$ cat src/rtl/decode_pkg.sv
// Shared decode constants and the registered control-word layout for the ID/EX stage.
// Opcodes, ALU codes and extender selects live here so the decoder and pipe agree.
package decode_pkg;

  localparam logic [5:0] OP_RTYPE = 6'b110000;
  localparam logic [5:0] OP_LW    = 6'b100000;
  localparam logic [5:0] OP_SW    = 6'b100001;
  localparam logic [5:0] OP_BEQ   = 6'b100010;
  localparam logic [5:0] OP_BNE   = 6'b100011;
  localparam logic [5:0] OP_ADDI  = 6'b100100;
  localparam logic [5:0] OP_ANDI  = 6'b100101;
  localparam logic [5:0] OP_ORI   = 6'b100110;
  localparam logic [5:0] OP_SLTI  = 6'b100111;
  localparam logic [5:0] OP_JTYPE = 6'b000000;
  localparam logic [5:0] OP_NOP   = 6'b111111;

  localparam logic [5:0] MUL_FUN  = 6'b000110;

  localparam logic [3:0] ALU_AND  = 4'b0000;
  localparam logic [3:0] ALU_OR   = 4'b0001;
  localparam logic [3:0] ALU_ADD  = 4'b0100;
  localparam logic [3:0] ALU_SUB  = 4'b0101;
  localparam logic [3:0] ALU_SLT  = 4'b0111;

  localparam logic [1:0] EXT_NONE = 2'b00;
  localparam logic [1:0] EXT_ZERO = 2'b01;
  localparam logic [1:0] EXT_SIGN = 2'b10;
  localparam logic [1:0] EXT_JUMP = 2'b11;

  typedef struct packed {
    logic       jump;
    logic       branch;
    logic       branch_ne;
    logic       reg_we;
    logic       alu_src;
    logic       mem_we;
    logic       mem_re;
    logic       result_src;
    logic       illegal;
    logic [1:0] ext_sel;
  } ctrl_word_t;

endpackage

$ cat src/rtl/decode_ctrl_comb.sv
// Pure combinational opcode/fun decode to control word, destination and source-use flags.
// Zero latency; no flow control.
module decode_ctrl_comb
  import decode_pkg::*;
#(
  parameter int RW   = 5,
  parameter int ALUW = 4
) (
  input  logic [5:0]      opcode,
  input  logic [5:0]      fun,
  input  logic [RW-1:0]   rt,
  input  logic [RW-1:0]   rd,
  output ctrl_word_t      ctrl,
  output logic [ALUW-1:0] alu_ctrl,
  output logic [RW-1:0]   dest,
  output logic            use_rs,
  output logic            use_rt,
  output logic            is_mul
);

  always_comb begin
    ctrl     = '0;
    alu_ctrl = '0;
    dest     = '0;
    use_rs   = 1'b1;
    use_rt   = 1'b0;
    is_mul   = 1'b0;
    case (opcode)
      OP_RTYPE: begin
        ctrl.reg_we = 1'b1;
        alu_ctrl    = fun[ALUW-1:0];
        dest        = rd;
        use_rt      = 1'b1;
        is_mul      = (fun == MUL_FUN);
      end
      OP_LW: begin
        ctrl.reg_we     = 1'b1;
        ctrl.ext_sel    = EXT_SIGN;
        ctrl.alu_src    = 1'b1;
        ctrl.mem_re     = 1'b1;
        ctrl.result_src = 1'b1;
        alu_ctrl        = ALUW'(ALU_ADD);
        dest            = rt;
      end
      OP_SW: begin
        ctrl.ext_sel = EXT_SIGN;
        ctrl.alu_src = 1'b1;
        ctrl.mem_we  = 1'b1;
        alu_ctrl     = ALUW'(ALU_ADD);
        use_rt       = 1'b1;
      end
      OP_BEQ, OP_BNE: begin
        ctrl.branch    = 1'b1;
        ctrl.branch_ne = (opcode == OP_BNE);
        ctrl.ext_sel   = EXT_SIGN;
        alu_ctrl       = ALUW'(ALU_SUB);
        use_rt         = 1'b1;
      end
      OP_ADDI, OP_SLTI: begin
        ctrl.reg_we  = 1'b1;
        ctrl.ext_sel = EXT_SIGN;
        ctrl.alu_src = 1'b1;
        alu_ctrl     = (opcode == OP_SLTI) ? ALUW'(ALU_SLT) : ALUW'(ALU_ADD);
        dest         = rt;
      end
      OP_ANDI, OP_ORI: begin
        ctrl.reg_we  = 1'b1;
        ctrl.ext_sel = EXT_ZERO;
        ctrl.alu_src = 1'b1;
        alu_ctrl     = (opcode == OP_ORI) ? ALUW'(ALU_OR) : ALUW'(ALU_AND);
        dest         = rt;
      end
      OP_JTYPE: begin
        ctrl.jump    = 1'b1;
        ctrl.ext_sel = EXT_JUMP;
        use_rs       = 1'b0;
      end
      OP_NOP: begin
        use_rs = 1'b0;
      end
      default: begin
        ctrl.illegal = 1'b1;
      end
    endcase
    // Writes to register 0 are architecturally discarded, so never request them.
    if (dest == '0) ctrl.reg_we = 1'b0;
  end

endmodule

$ cat src/rtl/decode_ctrl_pipe.sv
// ID/EX control register with load-use interlock and multi-cycle multiply issue blocking; 1-cycle latency.
// Backpressure: holds the word while out_ready is low and drops in_ready on hazard, busy multiply or flush.
module decode_ctrl_pipe
  import decode_pkg::*;
#(
  parameter int RW       = 5,
  parameter int ALUW     = 4,
  parameter int MUL_LAT  = 3,
  parameter int LOAD_GAP = 1
) (
  input  logic            clk,
  input  logic            rst,
  input  logic            in_valid,
  output logic            in_ready,
  input  logic [5:0]      opcode,
  input  logic [5:0]      fun,
  input  logic [RW-1:0]   rs,
  input  logic [RW-1:0]   rt,
  input  logic [RW-1:0]   rd,
  input  logic            flush,
  output logic            out_valid,
  input  logic            out_ready,
  output logic            jump,
  output logic            branch,
  output logic            branch_ne,
  output logic            reg_we,
  output logic            alu_src,
  output logic            mem_we,
  output logic            mem_re,
  output logic            result_src,
  output logic            illegal,
  output logic [1:0]      ext_sel,
  output logic [ALUW-1:0] alu_ctrl,
  output logic [RW-1:0]   dest_reg
);

  localparam int MCW = $clog2(MUL_LAT + 1);
  localparam int LCW = $clog2(LOAD_GAP + 2);

  ctrl_word_t      dec_ctrl;
  ctrl_word_t      q_ctrl;
  logic [ALUW-1:0] dec_alu;
  logic [RW-1:0]   dec_dest;
  logic            use_rs, use_rt, is_mul;

  logic [MCW-1:0]  mul_cnt;
  logic [LCW-1:0]  ld_cnt;
  logic [RW-1:0]   ld_dest;
  logic            ld_pend, rs_hit, rt_hit, hazard, accept, out_fire;

  decode_ctrl_comb #(.RW(RW), .ALUW(ALUW)) u_dec (
    .opcode   (opcode),
    .fun      (fun),
    .rt       (rt),
    .rd       (rd),
    .ctrl     (dec_ctrl),
    .alu_ctrl (dec_alu),
    .dest     (dec_dest),
    .use_rs   (use_rs),
    .use_rt   (use_rt),
    .is_mul   (is_mul)
  );

  // A load is hazardous both while it sits here and for LOAD_GAP cycles after it leaves.
  assign ld_pend  = (ld_cnt != '0);
  assign rs_hit   = (rs != '0) && ((out_valid && q_ctrl.mem_re && rs == dest_reg) ||
                                   (ld_pend && rs == ld_dest));
  assign rt_hit   = (rt != '0) && ((out_valid && q_ctrl.mem_re && rt == dest_reg) ||
                                   (ld_pend && rt == ld_dest));
  assign hazard   = (use_rs && rs_hit) || (use_rt && rt_hit);

  assign in_ready = !rst && !flush && (mul_cnt == '0) && !hazard && (!out_valid || out_ready);
  assign accept   = in_valid && in_ready;
  assign out_fire = out_valid && out_ready;

  always_ff @(posedge clk) begin
    if (rst) begin
      out_valid <= 1'b0;
      q_ctrl    <= '0;
      alu_ctrl  <= '0;
      dest_reg  <= '0;
      mul_cnt   <= '0;
      ld_cnt    <= '0;
      ld_dest   <= '0;
    end else begin
      if (flush) begin
        out_valid <= 1'b0;
      end else if (accept) begin
        out_valid <= 1'b1;
        q_ctrl    <= dec_ctrl;
        alu_ctrl  <= dec_alu;
        dest_reg  <= dec_dest;
      end else if (out_fire) begin
        out_valid <= 1'b0;
      end

      if (flush)                mul_cnt <= '0;
      else if (accept && is_mul) mul_cnt <= MCW'(MUL_LAT - 1);
      else if (mul_cnt != '0)   mul_cnt <= mul_cnt - MCW'(1);

      if (flush) begin
        ld_cnt <= '0;
      end else if (out_fire && q_ctrl.mem_re) begin
        ld_cnt  <= LCW'(LOAD_GAP);
        ld_dest <= dest_reg;
      end else if (ld_pend) begin
        ld_cnt <= ld_cnt - LCW'(1);
      end
    end
  end

  assign jump       = q_ctrl.jump;
  assign branch     = q_ctrl.branch;
  assign branch_ne  = q_ctrl.branch_ne;
  assign reg_we     = q_ctrl.reg_we;
  assign alu_src    = q_ctrl.alu_src;
  assign mem_we     = q_ctrl.mem_we;
  assign mem_re     = q_ctrl.mem_re;
  assign result_src = q_ctrl.result_src;
  assign illegal    = q_ctrl.illegal;
  assign ext_sel    = q_ctrl.ext_sel;

endmodule

$ cat config.mk
export PLATFORM = sky130hd
export DESIGN_NAME = decode_ctrl_pipe
export DESIGN_NICKNAME = d
export VERILOG_FILES = /design/src/rtl/decode_pkg.sv /design/src/rtl/decode_ctrl_comb.sv /design/src/rtl/decode_ctrl_pipe.sv
export SDC_FILE = /design/constraint.sdc
export NUM_CORES = 1
export LEC_CHECK = 0
export CAP_MARGIN = 20
export CORE_MARGIN = 2
export CORE_UTILIZATION = 46
export CTS_CLUSTER_DIAMETER = 80
export DETAILED_ROUTE_END_ITERATION = 6
export PLACE_DENSITY = 0.87
export SKIP_LAST_GASP = 1
export SYNTH_ARGS = -nofsm -noshare
export SYNTH_HDL_FRONTEND = slang
export SYNTH_SLANG_ARGS = --single-unit
export TNS_END_PERCENT = 5
$ cat constraint.sdc
create_clock -name clk -period 3.25 [get_ports clk]
set_input_delay 0.65 -clock clk [delete_from_list [all_inputs] [get_ports clk]]
set_output_delay 0.65 -clock clk [all_outputs]
set_load 0.02 [all_outputs]
==> results.toml <==
[timing]
max_freq_mhz = 318
max-slew-margin-rel_pct = 57.7
setup_tns_ns = 0
final_max_slew_viol_count = 0
tightest_slew_ns = 0.629
finClkSkew_ns = 0.00687
fin_crit_sh_pct = 96.8
fin_crit_ns = 3.15
hold_viol = 0
setup_viol = 0
rsz0062_at_grt = "no"

[floorplanning]
fp.dieW_um = 64.9
start_util_pct = 47.3
die_y_um = 64.9
dieArea_mm2 = 0.00421
rows = 22
core-area_mm2 = 0.00361
ios = 54

[final_layout]
design_area_mm2 = 0.00252
final_common_cell = "clkdlybuf4s50_1"
drive_gt1_share_pct = 15.4
final-instance-count-excl-fill = 328
fillers = 283
antenna_cells = 0
fin_nets = 313
area_growth_pct = 47.7
layout_common_cells = "clkdlybuf4s50_1 (52), dfxtp_1 (29), buf_4 (27)"

[critical_path]
reg2reg_from = "ld_cnt[0]"
crit_required_ns = 2.60
worstSetupPathType = "in2out"
startpoint_type = "input pin"
r2r_setup_slack_ns = 1.23
worstSetupEndpointType = "output port"
worst_r2r_endpoint = "mul_cnt[1]"
worst-path-max-fanout = 3
rr_worst_depth = 8
critical_path_arrival_ns = 2.50

[clock_tree]
cts.htree.levels = 2
clk_latency_ns = 0.29
clock-root-buffer = "clkbuf_8"
clockBufferDepth = 2
cts-buffers-inserted = 5
cts_tree = "yes"
cts.sinks = 29
clk_pin_slew_ns = 0.06

[placement]
finalWeightedCongestion = 0.936
dpl_cell_area_mm2 = 0.00243
place_inst = 321
hpwl_um = 3410
portBuffers = 53

[pwr]
leakagePower_nw = 0.888
max-vdd-ir-drop_mv = 0.168
power.density_mw_per_mm2 = 330

[detailed_routing]
wl_met1_um = 1920
wl_um = 4470
ant_nets = 0
drtIter0Drc = 96
wire_per_inst_um = 13.6
dr_wl_met3_um = 273
dr.pass1.iters = 4
highest_layer = "met4"
drc = 0
met2_length_um = 2200
vias = 1805
drt-vias-per-instance = 5.50

[worst_hold_path]
hold_path_class = "reg2reg"
min_from = "mul_cnt[1]"
hold_end = "mul_cnt[0]"
hold_depth = 2

[logic_synthesis]
postSynthAreaPerCell_um2 = 8.23
synth.cell_area_mm2 = 0.00170
synth.distinct_cells = 41
async_flop_share_pct = 0
yosys_warnings = 0
synthFlopType = "dfxtp_1"
synth_seq_cells = 29
synth-edff-count = 0
synth_nets = 240
syn_inst = 207
ys_seq_area_share_pct = 34.1

[global_route]
globalRoute.totalOverflow = 0
grt_pass1_vias = 1662
antenna_found_initial = 0
grt_pass1_wl_um = 7560
grt_start_max_net_pins = 29
grt_usage_pct = 22.9

[run]
max-cap-violations = 0

[outcome]
status = "finished, final reports clean"
-- timing repair --
item                                   in CTS  in global routing
buffers inserted                            0                  0
hold buffers                                0                  0
endpoints found under the hold margin       0                  0
resized for setup                           1                  1
setup endpoints to repair                   1                  1
cloned                                      0                  0
-- worst max path at each step --
stage	startpoint	end	slack, ns	cells past startpoint
floorplan	opcode[1]	in_ready	0.39	7
global placement	opcode[0]	in_ready	-0.17	7
detailed placement	opcode[0]	in_ready	-0.19	7
CTS	opcode[0]	in_ready	0.07	7
global route	opcode[0]	in_ready	0.008	7
finish	opcode[0]	in_ready	0.10	7
-- cells in the mapped netlist (all sizes together) (2+ instances only) --
cell    instances  area [um2]
nand4           6        37.5
nand2b          7        43.8
nand2          10        37.5
clkbuf         10        37.5
o21ai          10        50.1
a21oi          19        95.1
mux2i           7        70.1
a22oi           6        45.0
xor2            4        35.0
or3             2        12.5
inv             3        11.3
nor4            4        25.0
nand3           9        45.0
buf             4        28.8
xnor2          19         166
or2             3        18.8
or4             2        18.8
nor3            7        40.0
dfxtp          29         581
nor2           19        73.8
a211oi         10        75.1
and2            2        12.5
o32a            2        20.0
-- layer usage --
layer / global-route usage [%] / vias to the layer above
li1: - / 899
met1: 28.7 / 838
met2: 37.6 / 61
met3: 6.42 / 7
met4: 7.45 / 0
met5: 0 / -
-- metrics by stage --
stage | hold WS, ns | power [W] | utilization [%] | setup slack [ns]
2_1_floorplan | 0.412 | 0.000449 | - | 0.394
3_3_place_gp | 0.425 | 0.000537 | 67.4 | -0.169
3_5_place_dp | 0.436 | 0.000540 | 67.4 | -0.190
4_1_cts | 0.448 | 0.000835 | 69.8 | 0.0736
5_1_grt | 0.490 | 0.000873 | 69.8 | 0.00840
6_report | 0.449 | 0.000831 | 69.8 | 0.102
-- area by class of cell --
cell class,count,area [um2],area share (%)
repair buffers,80,733,29.1
clock buffers,7,86.3,3.43
flip-flops and latches,29,581,23.1
inverters,3,11.3,0.447
well taps,48,60.1,2.39
multi-input cells,161,1050,41.6
-- critical path, stage by stage --
cell and delay (ns):
clkdlybuf4s50_1 0.42, or4_4 0.57, nor3_2 0.16, a211o_2 0.14
o22a_2 0.14, and2_1 0.13, clkdlybuf4s15_1 0.30
-- cells by family after synthesis --
family	after synthesis	synth area share, %
AND/OR/NAND/NOR	76	23.6
adder cells (fa/ha/maj)	1	0.734
flip-flops	29	34.1
XOR/XNOR	23	11.8
AO/OA/AOI/OAI	54	21.1
multiplexers	7	4.11
buffers and inverters	17	4.55
-- report_power, final --
part / switching, W / internal, W / leakage (nW)
Combinational: 0.0000723 / 0.0000905 / 0.609
Sequential: 0.00000750 / 0.000363 / 0.235
Clock: 0.000131 / 0.000167 / 0.0443
Total: 0.000211 / 0.000621 / 0.888
Power figures use the tool's default switching activity.
